`config.mk`:
```
export PLATFORM = sky130hd
export DESIGN_NAME = nfc_atomic_ca_latch
export DESIGN_NICKNAME = d
export VERILOG_FILES = /design/src/rtl/nfc_pkg.sv /design/src/rtl/nfc_atomic_ca_latch.sv
export SDC_FILE = /design/constraint.sdc
export NUM_CORES = 1
export LEC_CHECK = 0
export ABC_AREA = 1
export ABC_CLOCK_PERIOD_IN_PS = 4400
export BUFFER_PORTS_ARGS = -buffer_cell sky130_fd_sc_hd__buf_2
export CORE_ASPECT_RATIO = 0.5
export CORE_MARGIN = 5
export CORE_UTILIZATION = 38
export CTS_CLUSTER_SIZE = 10
export DETAILED_ROUTE_END_ITERATION = 10
export GPL_TIMING_DRIVEN = 0
export HOLD_SLACK_MARGIN = 0.08
export SYNTH_ARGS = -nofsm -noshare
export SYNTH_HDL_FRONTEND = slang
export SYNTH_SLANG_ARGS = --single-unit
```
`constraint.sdc`:
```
create_clock -name iSystemClock -period 4.4 [get_ports iSystemClock]
set_clock_uncertainty 0.15 [all_clocks]
set_input_delay 0 -clock iSystemClock [delete_from_list [all_inputs] [get_ports iSystemClock]]
set_output_delay 0 -clock iSystemClock [all_outputs]
set_load 0.05 [all_outputs]
```
`src/rtl/nfc_pkg.sv`:
```
// Shared NFC constants: ACG channel indices, NAND opcodes and command/address
// latch helpers used by the atomic generators.
package nfc_pkg;

  localparam int ACG_DIS = 1;
  localparam int ACG_CAL = 3;

  localparam logic [7:0] OP_RESET       = 8'hFF;
  localparam logic [7:0] OP_GET_FEATURE = 8'hEE;
  localparam logic [7:0] OP_SET_FEATURE = 8'hEF;
  localparam logic [7:0] OP_READ_STATUS = 8'h70;

  localparam logic [2:0] MAX_ADDR_BYTES = 3'd5;

  // Down-counter load value for a phase of the given length; 0 behaves as 1.
  function automatic logic [3:0] timing_load(input int cycles);
    if (cycles <= 1) return 4'd0;
    if (cycles >= 16) return 4'd15;
    return 4'(cycles - 1);
  endfunction

  function automatic logic [2:0] ca_byte_count(input logic is_cmd, input logic [2:0] n);
    if (is_cmd) return 3'd1;
    if (n == 3'd0) return 3'd1;
    if (n > MAX_ADDR_BYTES) return MAX_ADDR_BYTES;
    return n;
  endfunction

endpackage

```
`src/rtl/nfc_atomic_ca_latch.sv`:
```
// Atomic command/address latch generator: drives one command byte or up to five
// address bytes onto the NAND legacy async bus with programmable WE# timing.
module nfc_atomic_ca_latch
  import nfc_pkg::*;
#(
  parameter int NumberOfWays = 4,
  parameter int tCS_Cycles   = 2,
  parameter int tWP_Cycles   = 3,
  parameter int tWH_Cycles   = 2
) (
  input  logic                    iSystemClock,
  input  logic                    iReset,
  input  logic                    iStart,
  input  logic [NumberOfWays-1:0] iTargetWay,
  input  logic                    iCASelect,
  input  logic [39:0]             iCAData,
  input  logic [15:0]             iNumOfData,
  output logic                    oReady,
  output logic                    oLastStep,
  output logic [NumberOfWays-1:0] oCE_n,
  output logic                    oCLE,
  output logic                    oALE,
  output logic                    oWE_n,
  output logic [7:0]              oDQ,
  output logic                    oDQOutEnable
);

  localparam logic [4:0] ST_IDLE    = 5'b00001;
  localparam logic [4:0] ST_SETUP   = 5'b00010;
  localparam logic [4:0] ST_WE_LOW  = 5'b00100;
  localparam logic [4:0] ST_WE_HIGH = 5'b01000;
  localparam logic [4:0] ST_DONE    = 5'b10000;

  localparam logic [3:0] TCS_LOAD = timing_load(tCS_Cycles);
  localparam logic [3:0] TWP_LOAD = timing_load(tWP_Cycles);
  localparam logic [3:0] TWH_LOAD = timing_load(tWH_Cycles);

  logic [4:0]              state_q, state_d;
  logic [3:0]              tmr_q, tmr_d;
  logic [2:0]              bytes_q, bytes_d;
  logic [39:0]             data_q, data_d;
  logic [NumberOfWays-1:0] way_q, way_d;
  logic                    cas_q, cas_d;

  logic                    ready_q, ready_d;
  logic                    last_q, last_d;
  logic [NumberOfWays-1:0] ce_n_q, ce_n_d;
  logic                    cle_q, cle_d;
  logic                    ale_q, ale_d;
  logic                    we_n_q, we_n_d;
  logic [7:0]              dq_q, dq_d;
  logic                    dqoe_q, dqoe_d;

  logic accept;
  logic tmr_done;
  logic unused_num_hi;

  assign unused_num_hi = ^iNumOfData[15:3];
  assign accept        = iStart & ready_q & (state_q == ST_IDLE);
  assign tmr_done      = (tmr_q == 4'd0);

  always_ff @(posedge iSystemClock or posedge iReset) begin
    if (iReset) begin
      state_q <= ST_IDLE;
      tmr_q   <= 4'd0;
      bytes_q <= 3'd0;
      data_q  <= 40'd0;
      way_q   <= '0;
      cas_q   <= 1'b0;
      ready_q <= 1'b1;
      last_q  <= 1'b0;
      ce_n_q  <= '1;
      cle_q   <= 1'b0;
      ale_q   <= 1'b0;
      we_n_q  <= 1'b1;
      dq_q    <= 8'h00;
      dqoe_q  <= 1'b0;
    end else begin
      state_q <= state_d;
      tmr_q   <= tmr_d;
      bytes_q <= bytes_d;
      data_q  <= data_d;
      way_q   <= way_d;
      cas_q   <= cas_d;
      ready_q <= ready_d;
      last_q  <= last_d;
      ce_n_q  <= ce_n_d;
      cle_q   <= cle_d;
      ale_q   <= ale_d;
      we_n_q  <= we_n_d;
      dq_q    <= dq_d;
      dqoe_q  <= dqoe_d;
    end
  end

  always_comb begin
    state_d = state_q;
    tmr_d   = tmr_q;
    bytes_d = bytes_q;
    data_d  = data_q;
    way_d   = way_q;
    cas_d   = cas_q;
    case (state_q)
      ST_IDLE: begin
        if (accept) begin
          state_d = ST_SETUP;
          tmr_d   = TCS_LOAD;
          way_d   = iTargetWay;
          cas_d   = iCASelect;
          data_d  = iCAData;
          bytes_d = ca_byte_count(iCASelect, iNumOfData[2:0]);
        end
      end
      ST_SETUP: begin
        if (tmr_done) begin
          state_d = ST_WE_LOW;
          tmr_d   = TWP_LOAD;
        end else begin
          tmr_d = tmr_q - 4'd1;
        end
      end
      ST_WE_LOW: begin
        if (tmr_done) begin
          state_d = ST_WE_HIGH;
          tmr_d   = TWH_LOAD;
        end else begin
          tmr_d = tmr_q - 4'd1;
        end
      end
      ST_WE_HIGH: begin
        if (!tmr_done) begin
          tmr_d = tmr_q - 4'd1;
        end else if (bytes_q > 3'd1) begin
          state_d = ST_SETUP;
          tmr_d   = TCS_LOAD;
          data_d  = {data_q[31:0], 8'h00};
          bytes_d = bytes_q - 3'd1;
        end else begin
          state_d = ST_DONE;
        end
      end
      ST_DONE:  state_d = ST_IDLE;
      default:  state_d = ST_IDLE;
    endcase
  end

  // Bus outputs follow the current state one clock later, giving the extra
  // cycle between accept and the first setup cycle on the pins.
  always_comb begin
    ready_d = (state_q == ST_IDLE) && !accept;
    last_d  = 1'b0;
    ce_n_d  = '1;
    cle_d   = 1'b0;
    ale_d   = 1'b0;
    we_n_d  = 1'b1;
    dq_d    = 8'h00;
    dqoe_d  = 1'b0;
    case (state_q)
      ST_SETUP, ST_WE_LOW, ST_WE_HIGH: begin
        ce_n_d = ~way_q;
        cle_d  = cas_q;
        ale_d  = ~cas_q;
        dq_d   = data_q[39:32];
        dqoe_d = 1'b1;
        we_n_d = (state_q != ST_WE_LOW);
      end
      ST_DONE: last_d = 1'b1;
      default: ;
    endcase
  end

  assign oReady       = ready_q;
  assign oLastStep    = last_q;
  assign oCE_n        = ce_n_q;
  assign oCLE         = cle_q;
  assign oALE         = ale_q;
  assign oWE_n        = we_n_q;
  assign oDQ          = dq_q;
  assign oDQOutEnable = dqoe_q;

endmodule

```
# Word-level counts from Yosys, hierarchy flattened
# Cells that the tools add are included.
# word_totals
register_bits	75
inputBits	64
out_inout_bits	18
elab_cells	90
# op_classes
addsub	2
n_lt_le_gt_ge	2
eq_ne	12
mux	45
n_bitwise	4
n_reduce_logical	11
# ops
op	n
40-bit two-way mux	3
40-bit case mux with 2 select lines	1
3-bit two-way mux	9
5-bit two-way mux	5
4-bit two-way mux	6
5-bit case mux with 4 select lines	1
1-bit two-way mux	17
4-bit case mux with 4 select lines	1
2-bit != test (second input constant)	5
8-bit two-way mux	1
4-bit AND reduction	2
3-bit case mux with 2 select lines	1
5-bit by 1-bit == test with 1-bit output (second input constant)	1
5-bit by 2-bit == test with 1-bit output (second input constant)	1
5-bit by 3-bit == test with 1-bit output (second input constant)	1
5-bit by 4-bit == test with 1-bit output (second input constant)	1
5-bit == test (second input constant)	1
5-bit by 3-bit != test with 1-bit output (second input constant)	1
4-bit logical NOT	1
4-bit NOT	1
4-bit nonzero test	1
4-bit by 1-bit subtractor with 4-bit output (second input constant)	1
3-bit by 1-bit > comparator with 1-bit output (second input constant)	1
3-bit > comparator (second input constant)	1
other kinds (11)	12

# Depth between registers and ports, before layout
# Gate-level depths: netlist of run 1.
# logic_depth
depth_word	16
mapped_depth	10
ltp_nobuf	9

# Worst setup path before layout of run 1
# Ideal clock, no wire load.
# synth_path
path_type	reg-to-reg
start	reg ready_q (netlist: oReady)
end	reg bytes_q[1]
setup_ns	0.065
t_arrival_ns	1.410
required_ns	4.185
path_slack_ns	2.775
stages_incl_launch_ff	8
path_buffers	1
period_less_slack_ns	1.625
path_cell_list	dfstp_2 nand2_1 nand2_2 nand2_2 nor2_8 buf_6 nand2_1 nand2_1
# synth_via
elab_chain_cells	4
# synth_rtl
item	line_no	source
start: declaration	nfc_atomic_ca_latch.sv:45	logic ready_q, ready_d;
start signal: assignment	nfc_atomic_ca_latch.sv:85	ready_q <= ready_d;
1-bit AND (2 in a row)	nfc_atomic_ca_latch.sv:59	assign accept = iStart & ready_q & (state_q == ST_IDLE);
2-bit != test (no line)	-	
4-bit AND reduction (no line)	-	
end signal: assignment	nfc_atomic_ca_latch.sv:81	bytes_q <= bytes_d;
end: declaration	nfc_atomic_ca_latch.sv:40	logic [2:0] bytes_q, bytes_d;
# No other way between the ends.
# A chain may end at the register's enable or synchronous reset.

# Worst setup path in the final report of run 1
# layout_path
start	reg state_q[2]
end	reg way_q[3]
# layout_via
elab_chain_cells	3
# layout_rtl
item	line_no	source
start: declaration	nfc_atomic_ca_latch.sv:38	logic [4:0] state_q, state_d;
start signal: assignment	nfc_atomic_ca_latch.sv:79	state_q <= state_d;
5-bit by 1-bit == test with 1-bit output *	nfc_atomic_ca_latch.sv:59, nfc_atomic_ca_latch.sv:103	
1-bit AND	nfc_atomic_ca_latch.sv:59	
2-bit AND reduction (no line) *	-	
end signal: assignment	nfc_atomic_ca_latch.sv:83	way_q <= way_d;
end: declaration	nfc_atomic_ca_latch.sv:42	logic [NumberOfWays-1:0] way_q, way_d;
# Mark *: on every way between the ends. The rest lies on a longest branch, timed or not.

==> results of run 1 <==
worst paths after layout:
path                            end  slack (ns)  cells past startpoint
max                        way_q[3]        2.29                      7
min                        oCE_n[1]        0.24                      1
min reg2reg                oCE_n[1]        0.24                      1
min in group asynchronous  way_q[0]        0.58                      4
max in group asynchronous     oWE_n        2.96                      5
max reg2reg                way_q[3]        2.29                      7
synthesized netlist by cell type:
cell	instances	area (sq um)
clkbuf_1	2	7.51
nor2_1	31	116
inv_1	39	146
nor2_4	1	11.3
dfrtp_1	68	1700
o211ai_1	2	15.0
buf_6	4	45.0
nand2_1	278	1040
o21ai_1	1	5.00
nor2_2	4	25.0
nor3b_1	1	7.51
nand3_1	6	30.0
inv_2	5	18.8
buf_2	8	40.0
nor2_8	1	20.0
ha_1	2	25.0
o21ai_0	12	60.1
nand2_2	5	31.3
a21oi_1	2	10.0
nor4_1	1	6.26
nand3_2	2	20.0
xnor2_1	1	8.76
buf_1	2	7.51
xor2_1	1	8.76
dfstp_2	7	184
cells in the final DEF (no fill, tap or decap), drive strengths merged:
master,count
a21oi,2
buf,83
clkbuf,17
clkinv,1
dfrtp,68
dfstp,7
dlygate4sd3,57
ha,2
inv,44
nand2,283
nand3,8
nor2,37
nor3b,1
nor4,1
o211ai,2
o21ai,13
xnor2,1
xor2,1
cells by family (layout without fill, tap and decap cells):
kind of cell,after synthesis,after routing,synth area share
AO/OA/AOI/OAI,17,17,0.0251
XOR/XNOR,2,2,0.00487
adder cells (fa/ha/maj),2,2,0.00696
buffers and inverters,60,202,0.0738
flip-flops,75,75,0.525
AND/OR/NAND/NOR,330,330,0.365
power by group:
group	total (mW)	internal [mW]	leakage [nW]	switching [mW]
Sequential	1.12	0.982	0.942	0.140
Clock	0.705	0.443	0.146	0.262
Combinational	1.30	0.456	1.71	0.844
worst register-to-register path, delay by kind of cell, from the launching register on:
kind	cells	cell delay (ns)
compound gates	1	0.08
buf+inv	1	0.57
flops	1	0.41
simple gates	5	0.79
cell type report:
| cell class | count | area share |
|---|---|---|
| Buffer | 16 | 0.0201 |
| Sequential cell | 75 | 0.379 |
| Multi-Input combinational cell | 351 | 0.290 |
| Timing Repair Buffer | 126 | 0.188 |
| Clock inverter | 1 | 0.00101 |
| Clock buffer | 15 | 0.0578 |
| Tap cell | 121 | 0.0304 |
| Inverter | 44 | 0.0337 |
through the flow:
stage	cell area (sq um)	hold WS, ns
2_1_floorplan	3590	-0.00477
3_3_place_gp	4090	0.130
3_5_place_dp	4120	-0.243
4_1_cts	4980	0.242
5_1_grt	4980	0.255
6_report	4980	0.244
per-layer routing:
| metal | global-route usage | share of wire | up-vias |
|---|---|---|---|
| li1 | - | - | 1723 |
| met1 | 0.216 | 0.50 | 1479 |
| met2 | 0.250 | 0.45 | 65 |
| met3 | 0.0422 | 0.039 | 11 |
| met4 | 0.0428 | 0.012 | 0 |
| met5 | 0 | 0 | - |
flip-flops by register name, summed over array words and instances (netlist names), 3 cells and up:
name / cells
data_q: 40
oDQ: 8
state_q: 5
oCE_n: 4
tmr_q: 4
way_q: 4
bytes_q: 3
==> results_dict.tcl, run 1 <==
set metrics [dict create \
    clkTransAtPathRegs_ns 0.06 \
    synth-seq-cells 75 \
    slew_violations 0 \
    hold_violations 0 \
    worstMarginPinSlew_ns 0.488 \
    cp_max_fo 10 \
    syn2layout_area_growth_pct 38.5 \
    via_per_inst 4.38 \
    synth_nets 552 \
    drv_cap 0 \
    antenna_found_initial 0 \
    synth_warnings 0 \
    max_stage_delay_ns 0.57 \
    critical_path.top_delay_family "simple AND/OR/NAND/NOR gates" \
    root_buffer "clkbuf_16" \
    worst_setup_path_start_kind "register" \
    syn_inst 486 \
    synthesis.area_sq_um 3590 \
    cts_buffers 9 \
    drtPass1Iterations 5 \
    grt_start_max_net_pins 69 \
    dieArea_sq_um 11600 \
    nets 689 \
    critPathKind "reg2reg" \
    hp-start "way_q[1]" \
    floorplan.initialDensity 0.386 \
    final_util 0.534 \
    dp_cells 676 \
    dieHeight_um 78.8 \
    p_leak_nw 2.80 \
    yosysSeqAreaShare 0.525 \
    clk_path_buf_depth 2 \
    cts-htree-levels 3 \
    critPathRequiredTime_ns 4.46 \
    track_usage 0.158 \
    multi_input_area_sq_um 1440 \
    drive_above_1_share 0.193 \
    ys_types 25 \
    fin_crit_ns 2.11 \
    crit_buf_inv 1 \
    postCtsHoldBufs 57 \
    power_mw 3.13 \
    die_w_um 148 \
    coreArea_sq_um 9320 \
    status "finished, final reports clean" \
    gr-total-overflow 0 \
    hold_path_class "reg2reg" \
    gp_congestion 0.870 \
    avgSynthCellArea_sq_um 7.40 \
    dp_hpwl_um 5880 \
    cts_setup_buffers 0 \
    critical_path.startpoint "state_q[2]" \
    rows 25 \
    routed_wl_um 8600 \
    clkLatencyLatePin_ns 0.33 \
    diodes 0 \
    seq_area_sq_um 1890 \
    end_kind "register" \
    cp_slowest_cell "dlygate4sd3_1" \
    p_per_area_nw_per_um2 628 \
    fin_ws_ns 2.29 \
    cts_tree "done" \
    vias 3278 \
    antenna_left 0 \
    min_period_over_period 0.481 \
    avgRoutedWirePerCell_um 11.5 \
    final_cells 749 \
    drc 0 \
    timing.rr.start "state_q[2]" \
    fill_cells 893 \
    critPathArrivalTime_ns 2.17 \
    dp_slack_ns 2.59 \
    port_buffers 68 \
    tns_ns 0 \
    critical_path.cell_chain "nor2_1 -> nand2_2 -> nor2_2 -> nand3_1 -> nand2_1 -> o21ai_0 -> dlygate4sd3_1" \
    cts_resized 0 \
    first_iter_violations 185 \
    grt_pass1_vias 3121 \
    vdd.ir_drop.worst_v 0.000318 \
    ios 82 \
    setup-violations-final 0 \
    grt_pass1_wl_um 14600 \
    cts_sinks 75 \
    slew_headroom 0.675 \
    max_freq_mhz 473 \
    rsz0062_at_grt "no" \
]
No activity file was read; power rests on OpenSTA's default activity.
==> run 2, diff against run 1 <==
Settings changed: ABC_CLOCK_PERIOD_IN_PS 4400 to 1800.
Clock period 4.4 ns to 1.8 ns, I/O delays scaled along.
==> results_dict.tcl, run 2 (synthesis gave the netlist of run 1 again) <==
set metrics [dict create \
    status "finished, final reports clean" \
    worstMarginPinSlew_ns 0.346 \
    regMostFlops "data_q" \
    critPathRequiredTime_ns 1.92 \
    nets 700 \
    tns_ns 0 \
    dieHeight_um 78.8 \
    drtPass1Iterations 4 \
    hold_violations 0 \
    clkLatencyLatePin_ns 0.33 \
    via_per_inst 4.46 \
    track_usage 0.165 \
    hold_depth 1 \
    top_usage_layer "met2" \
    grt_pass1_vias 3300 \
    grt_use_met1 0.219 \
    gr-total-overflow 0 \
    coreArea_sq_um 9320 \
    critPathKind "reg2reg" \
    critPathArrivalTime_ns 1.88 \
    critical_path.startpoint "state_q[0]" \
    rsz0062_at_grt "yes" \
    diodes 0 \
    globalRouteMet3Util 0.0445 \
    floorplan.initialDensity 0.386 \
    timing.rr.start "state_q[0]" \
    syn2layout_area_growth_pct 46.5 \
    fill_cells 875 \
    cts_buffers 9 \
    r2r_end "data_q[17]" \
    setup-violations-final 0 \
    drv_cap 0 \
    grt_use_met2 0.271 \
    clk_path_buf_depth 2 \
    first_iter_violations 159 \
    max_freq_mhz 568 \
    final_common_cell "nand2_1" \
    hold_path_class "reg2reg" \
    worst_setup_path_start_kind "register" \
    port_buffers 68 \
    root_buffer "clkbuf_16" \
    p_leak_nw 2.92 \
    drive_above_1_share 0.236 \
    cts-htree-levels 3 \
    power_mw 8.55 \
    vias 3387 \
    antenna_found_initial 0 \
    die_w_um 148 \
    ff2ff_setup_slack_ns 0.04 \
    fin_crit_ns 1.76 \
    cts_sinks 75 \
    slew_violations 0 \
    cts_tree "done" \
    reg2reg_depth 9 \
    largest_register_ffs 40 \
    dieArea_sq_um 11600 \
    mostFrequentLayoutCells "nand2_1, buf_2, dfrtp_1" \
    cp_max_fo 7 \
    dp_hpwl_um 6100 \
    min_period_over_period 0.978 \
    vdd.ir_drop.worst_v 0.000698 \
    routed_wl_um 9340 \
    p_per_area_nw_per_um2 1620 \
    grt_pass1_wl_um 15400 \
    stdcell_area_sq_um 5270 \
    rows 25 \
    worstSetupEndpoint "data_q[17]" \
    slew_headroom 0.769 \
    avgRoutedWirePerCell_um 12.3 \
    gp_congestion 0.856 \
    antenna_left 0 \
    grt_start_max_net_pins 34 \
    clkTransAtPathRegs_ns 0.06 \
    dpl_cell_area_sq_um 4130 \
    end_kind "register" \
    drc 0 \
    ios 82 \
]
## run 2: area by class of cell
| class | instances | area [sq um] | area share |
|---|---|---|---|
| Sequential cell | 75 | 1890 | 0.358 |
| Buffer | 16 | 160 | 0.0304 |
| Clock buffer | 12 | 256 | 0.0487 |
| Inverter | 44 | 169 | 0.0321 |
| Timing Repair Buffer | 136 | 1070 | 0.204 |
| Tap cell | 121 | 151 | 0.0287 |
| Multi-Input combinational cell | 352 | 1520 | 0.289 |
| Clock inverter | 4 | 48.8 | 0.00926 |
## run 2: metal layers
metal,routed length [um],up-vias
met4,107,0
met1,4500,1570
met3,367,9
li1,-,1746
met5,0,-
met2,4360,62
## run 2: report_power, final
part | total [mW] | switching (mW) | internal, mW
registers | 2.75 | 0.353 | 2.40
logic | 3.99 | 2.38 | 1.61
clock network | 1.81 | 0.668 | 1.15
## run 2: worst min-delay path by stage
stage                       start        to  slack [ns]
global route             way_q[2]  oCE_n[2]        0.26
CTS                      way_q[1]  oCE_n[1]        0.25
finish                   way_q[1]  oCE_n[1]        0.24
global placement    iTargetWay[3]  way_q[3]        0.13
floorplan           iTargetWay[0]  way_q[0]      -0.005
detailed placement         iReset  way_q[1]       -0.15
## run 2: what timing repair did
item / CTS / global route
hold buffers: 52 / 0
setup buffers: 0 / 9
cloned: 0 / 6
hold endpoints to repair: 126 / 0
setup endpoints to repair: 6 / 51
gates resized for setup: 3 / 48
pin swaps: 0 / 10
## run 2: per-stage QoR
step | hold WS (ns) | utilization | worst slack [ns] | std cells
floorplan | -0.00477 | - | 0.175 | 486
global placement | 0.128 | 0.439 | 0.00174 | 675
detailed placement | -0.150 | 0.443 | -0.0140 | 677
CTS | 0.246 | 0.532 | 0.00726 | 745
global route | 0.263 | 0.565 | -0.0303 | 760
finish | 0.243 | 0.565 | 0.0404 | 760
## run 2: worst max-delay path: stages, from the launching register on
cell       delay, ns
dfstp_2         0.54
nor2_1          0.05
nand2_1         0.12
nor2_4          0.08
nand2_2         0.10
nand2_4         0.09
nor2_8          0.25
clkbuf_16       0.20
nand2_1         0.05
nand2_1         0.06
==> run 3, diff against run 2 <==
Settings changed: ABC_AREA 1 to not set.
==> results_dict.tcl, run 3 <==
set metrics [dict create \
    status "complete, but fails checks" \
    violations "setup timing" \
    min_period_over_period 1.10 \
    end_kind "register" \
    critPathArrivalTime_ns 2.06 \
    largest_register_ffs 40 \
    clk_path_buf_depth 2 \
    p_per_area_nw_per_um2 1660 \
    avgRoutedWirePerCell_um 15.1 \
    drv_cap 0 \
    yosysTopAreaCell "dfrtp_1" \
    regMostFlops "data_q" \
    dp_hpwl_um 5430 \
    diodes 0 \
    nets 560 \
    stdcell_area_sq_um 5420 \
    dieHeight_um 77.9 \
    clkLatencyLatePin_ns 0.34 \
    cp_max_fo 5 \
    synth_nets 398 \
    synth_warnings 0 \
    grt_pass1_wl_um 14700 \
    first_iter_violations 95 \
    synth-seq-cells 75 \
    final_util 0.612 \
    gr-total-overflow 0 \
    coreArea_sq_um 8860 \
    port_buffers 68 \
    slew_violations 0 \
    ios 82 \
    cts-htree-levels 3 \
    mostFrequentLayoutCells "nand2_1, buf_2, dfrtp_1" \
    routed_wl_um 9320 \
    critPathRequiredTime_ns 1.87 \
    dieArea_sq_um 11400 \
    ff2ff_setup_slack_ns -0.18 \
    r2r_end "data_q[15]" \
    synthesis.area_sq_um 3510 \
    vias 2892 \
    max_freq_mhz 504 \
    avgSynthCellArea_sq_um 10.6 \
    clkTransAtPathRegs_ns 0.06 \
    drtPass1Iterations 4 \
    track_usage 0.162 \
    fill_cells 690 \
    synthFlopType "dfrtp_1" \
    rows 24 \
    dpl_cell_area_sq_um 4020 \
    synth.top_cells.by_area "dfrtp_1, mux2_4, nand2_1" \
    synth_edf_count 0 \
    syn2layout_area_growth_pct 54.6 \
    syn_inst 332 \
    hold_path_class "in2async" \
    final_common_cell "nand2_1" \
    reg2reg_depth 6 \
    p_leak_nw 2.79 \
    cts_sinks 75 \
    cts_tree "done" \
    die_w_um 146 \
    floorplan.initialDensity 0.396 \
    yosysSeqAreaShare 0.538 \
    antenna_found_initial 0 \
    yosysMostFrequentCell "nand2_1" \
    ys_types 43 \
    root_buffer "clkbuf_16" \
    drc 0 \
    rsz0062_at_grt "yes" \
    grt_start_max_net_pins 42 \
    grt_pass1_vias 2982 \
    async_reset_ff_frac 1.00 \
    vdd.ir_drop.worst_v 0.000778 \
    antenna_left 0 \
    cts_buffers 9 \
    via_per_inst 4.69 \
    ys_top_cells_by_count "nand2_1, dfrtp_1, mux2_4" \
    power_mw 8.98 \
    drive_above_1_share 0.403 \
    gp_congestion 0.744 \
    timing.rr.start "tmr_q[2]" \
    slew_headroom 0.486 \
    critPathKind "reg2reg" \
    hold_violations 0 \
    setup-violations-final 41 \
    fin_ws_ns -0.183 \
    worstMarginPinSlew_ns 0.770 \
    synth.top_cell.area_share 0.485 \
    worst_setup_path_start_kind "register" \
    fin_crit_ns 1.98 \
]
run 3: changes by cell type after synthesis, sizes merged, moves of 3 or more:
cell | before | now
a21o | 0 | 3
and2 | 0 | 11
buf | 14 | 9
clkbuf | 2 | 7
inv | 44 | 13
mux2 | 0 | 34
mux2i | 0 | 7
nand2 | 283 | 110
nor2 | 37 | 12
run 3: power breakdown:
group	internal [mW]	switching, mW	leakage (nW)	total (mW)
Sequential	2.38	0.383	0.907	2.77
Clock	1.35	0.721	0.165	2.07
Combinational	2.46	1.68	1.72	4.14
run 3: worst max path at each step:
stage | from | to | slack [ns] | depth (start not counted)
final | tmr_q[2] | data_q[15] | -0.18 | 6
after detailed placement | state_q[3] | oDQ[2] | -0.43 | 7
after global routing | tmr_q[2] | bytes_q[1] | -0.24 | 6
after global placement | state_q[3] | oDQ[5] | -0.42 | 7
after floorplan | state_q[3] | bytes_q[1] | -0.12 | 7
after CTS | tmr_q[0] | data_q[34] | -0.18 | 7
run 3: cell type report:
| class | count | area, sq um | share of cell area |
|---|---|---|---|
| inverter | 13 | 52.6 | 0.00969 |
| sequential | 75 | 1890 | 0.348 |
| timing repair buffer | 153 | 1220 | 0.225 |
| tap | 117 | 146 | 0.0270 |
| clock buffer | 9 | 225 | 0.0415 |
| buffer | 14 | 150 | 0.0277 |
| clock inverter | 7 | 116 | 0.0215 |
| multi-input combinational | 228 | 1620 | 0.299 |
run 3: kinds of logic (layout without fill, tap and decap cells):
logic type                 count (synthesis)  in the layout  share of synthesized area
DFF                                       75             75                      0.538
xor gates and xnor gates                   2              2                    0.00500
muxes                                     41             41                      0.160
AOI/OAI and AO/OA                         32             32                     0.0600
adders and majority gates                  2              2                    0.00714
buffers and inverters                     29            196                     0.0396
and+or+nand+nor                          151            151                      0.190
run 3: worst max-delay path: stages, from the launching register on:
cell and delay, ns:
dfrtp_1 0.43, nor4_4 0.36, a21o_1 0.20, nand3_4 0.11, buf_12 0.16, clkbuf_16 0.16
mux2_4 0.29
run 3: what timing repair did:
action | in CTS | in global routing
pin swaps | 6 | 10
hold buffers | 50 | 0
setup endpoints to repair | 64 | 60
gates cloned | 1 | 4
setup buffers | 16 | 13
hold endpoints to repair | 83 | 0
gates resized for setup | 40 | 29
run 3: per-stage QoR:
| step | instances | worst slack (ns) | hold slack (ns) | TNS (ns) |
|---|---|---|---|---|
| after floorplan | 332 | -0.116 | -0.0446 | -3.47 |
| after global placement | 517 | -0.424 | 0.0448 | -19.40 |
| after detailed placement | 518 | -0.428 | 0.0312 | -18.89 |
| after CTS | 600 | -0.179 | 0.226 | -5.87 |
| after global routing | 616 | -0.236 | 0.244 | -8.03 |
| final | 616 | -0.183 | 0.203 | -5.36 |
run 3: metal layers:
layer,vias up,share of wire,GRT usage
li1,1423,-,-
met1,1415,0.45,0.204
met2,42,0.50,0.272
met3,12,0.037,0.0425
met4,0,0.014,0.0578
met5,-,0,0
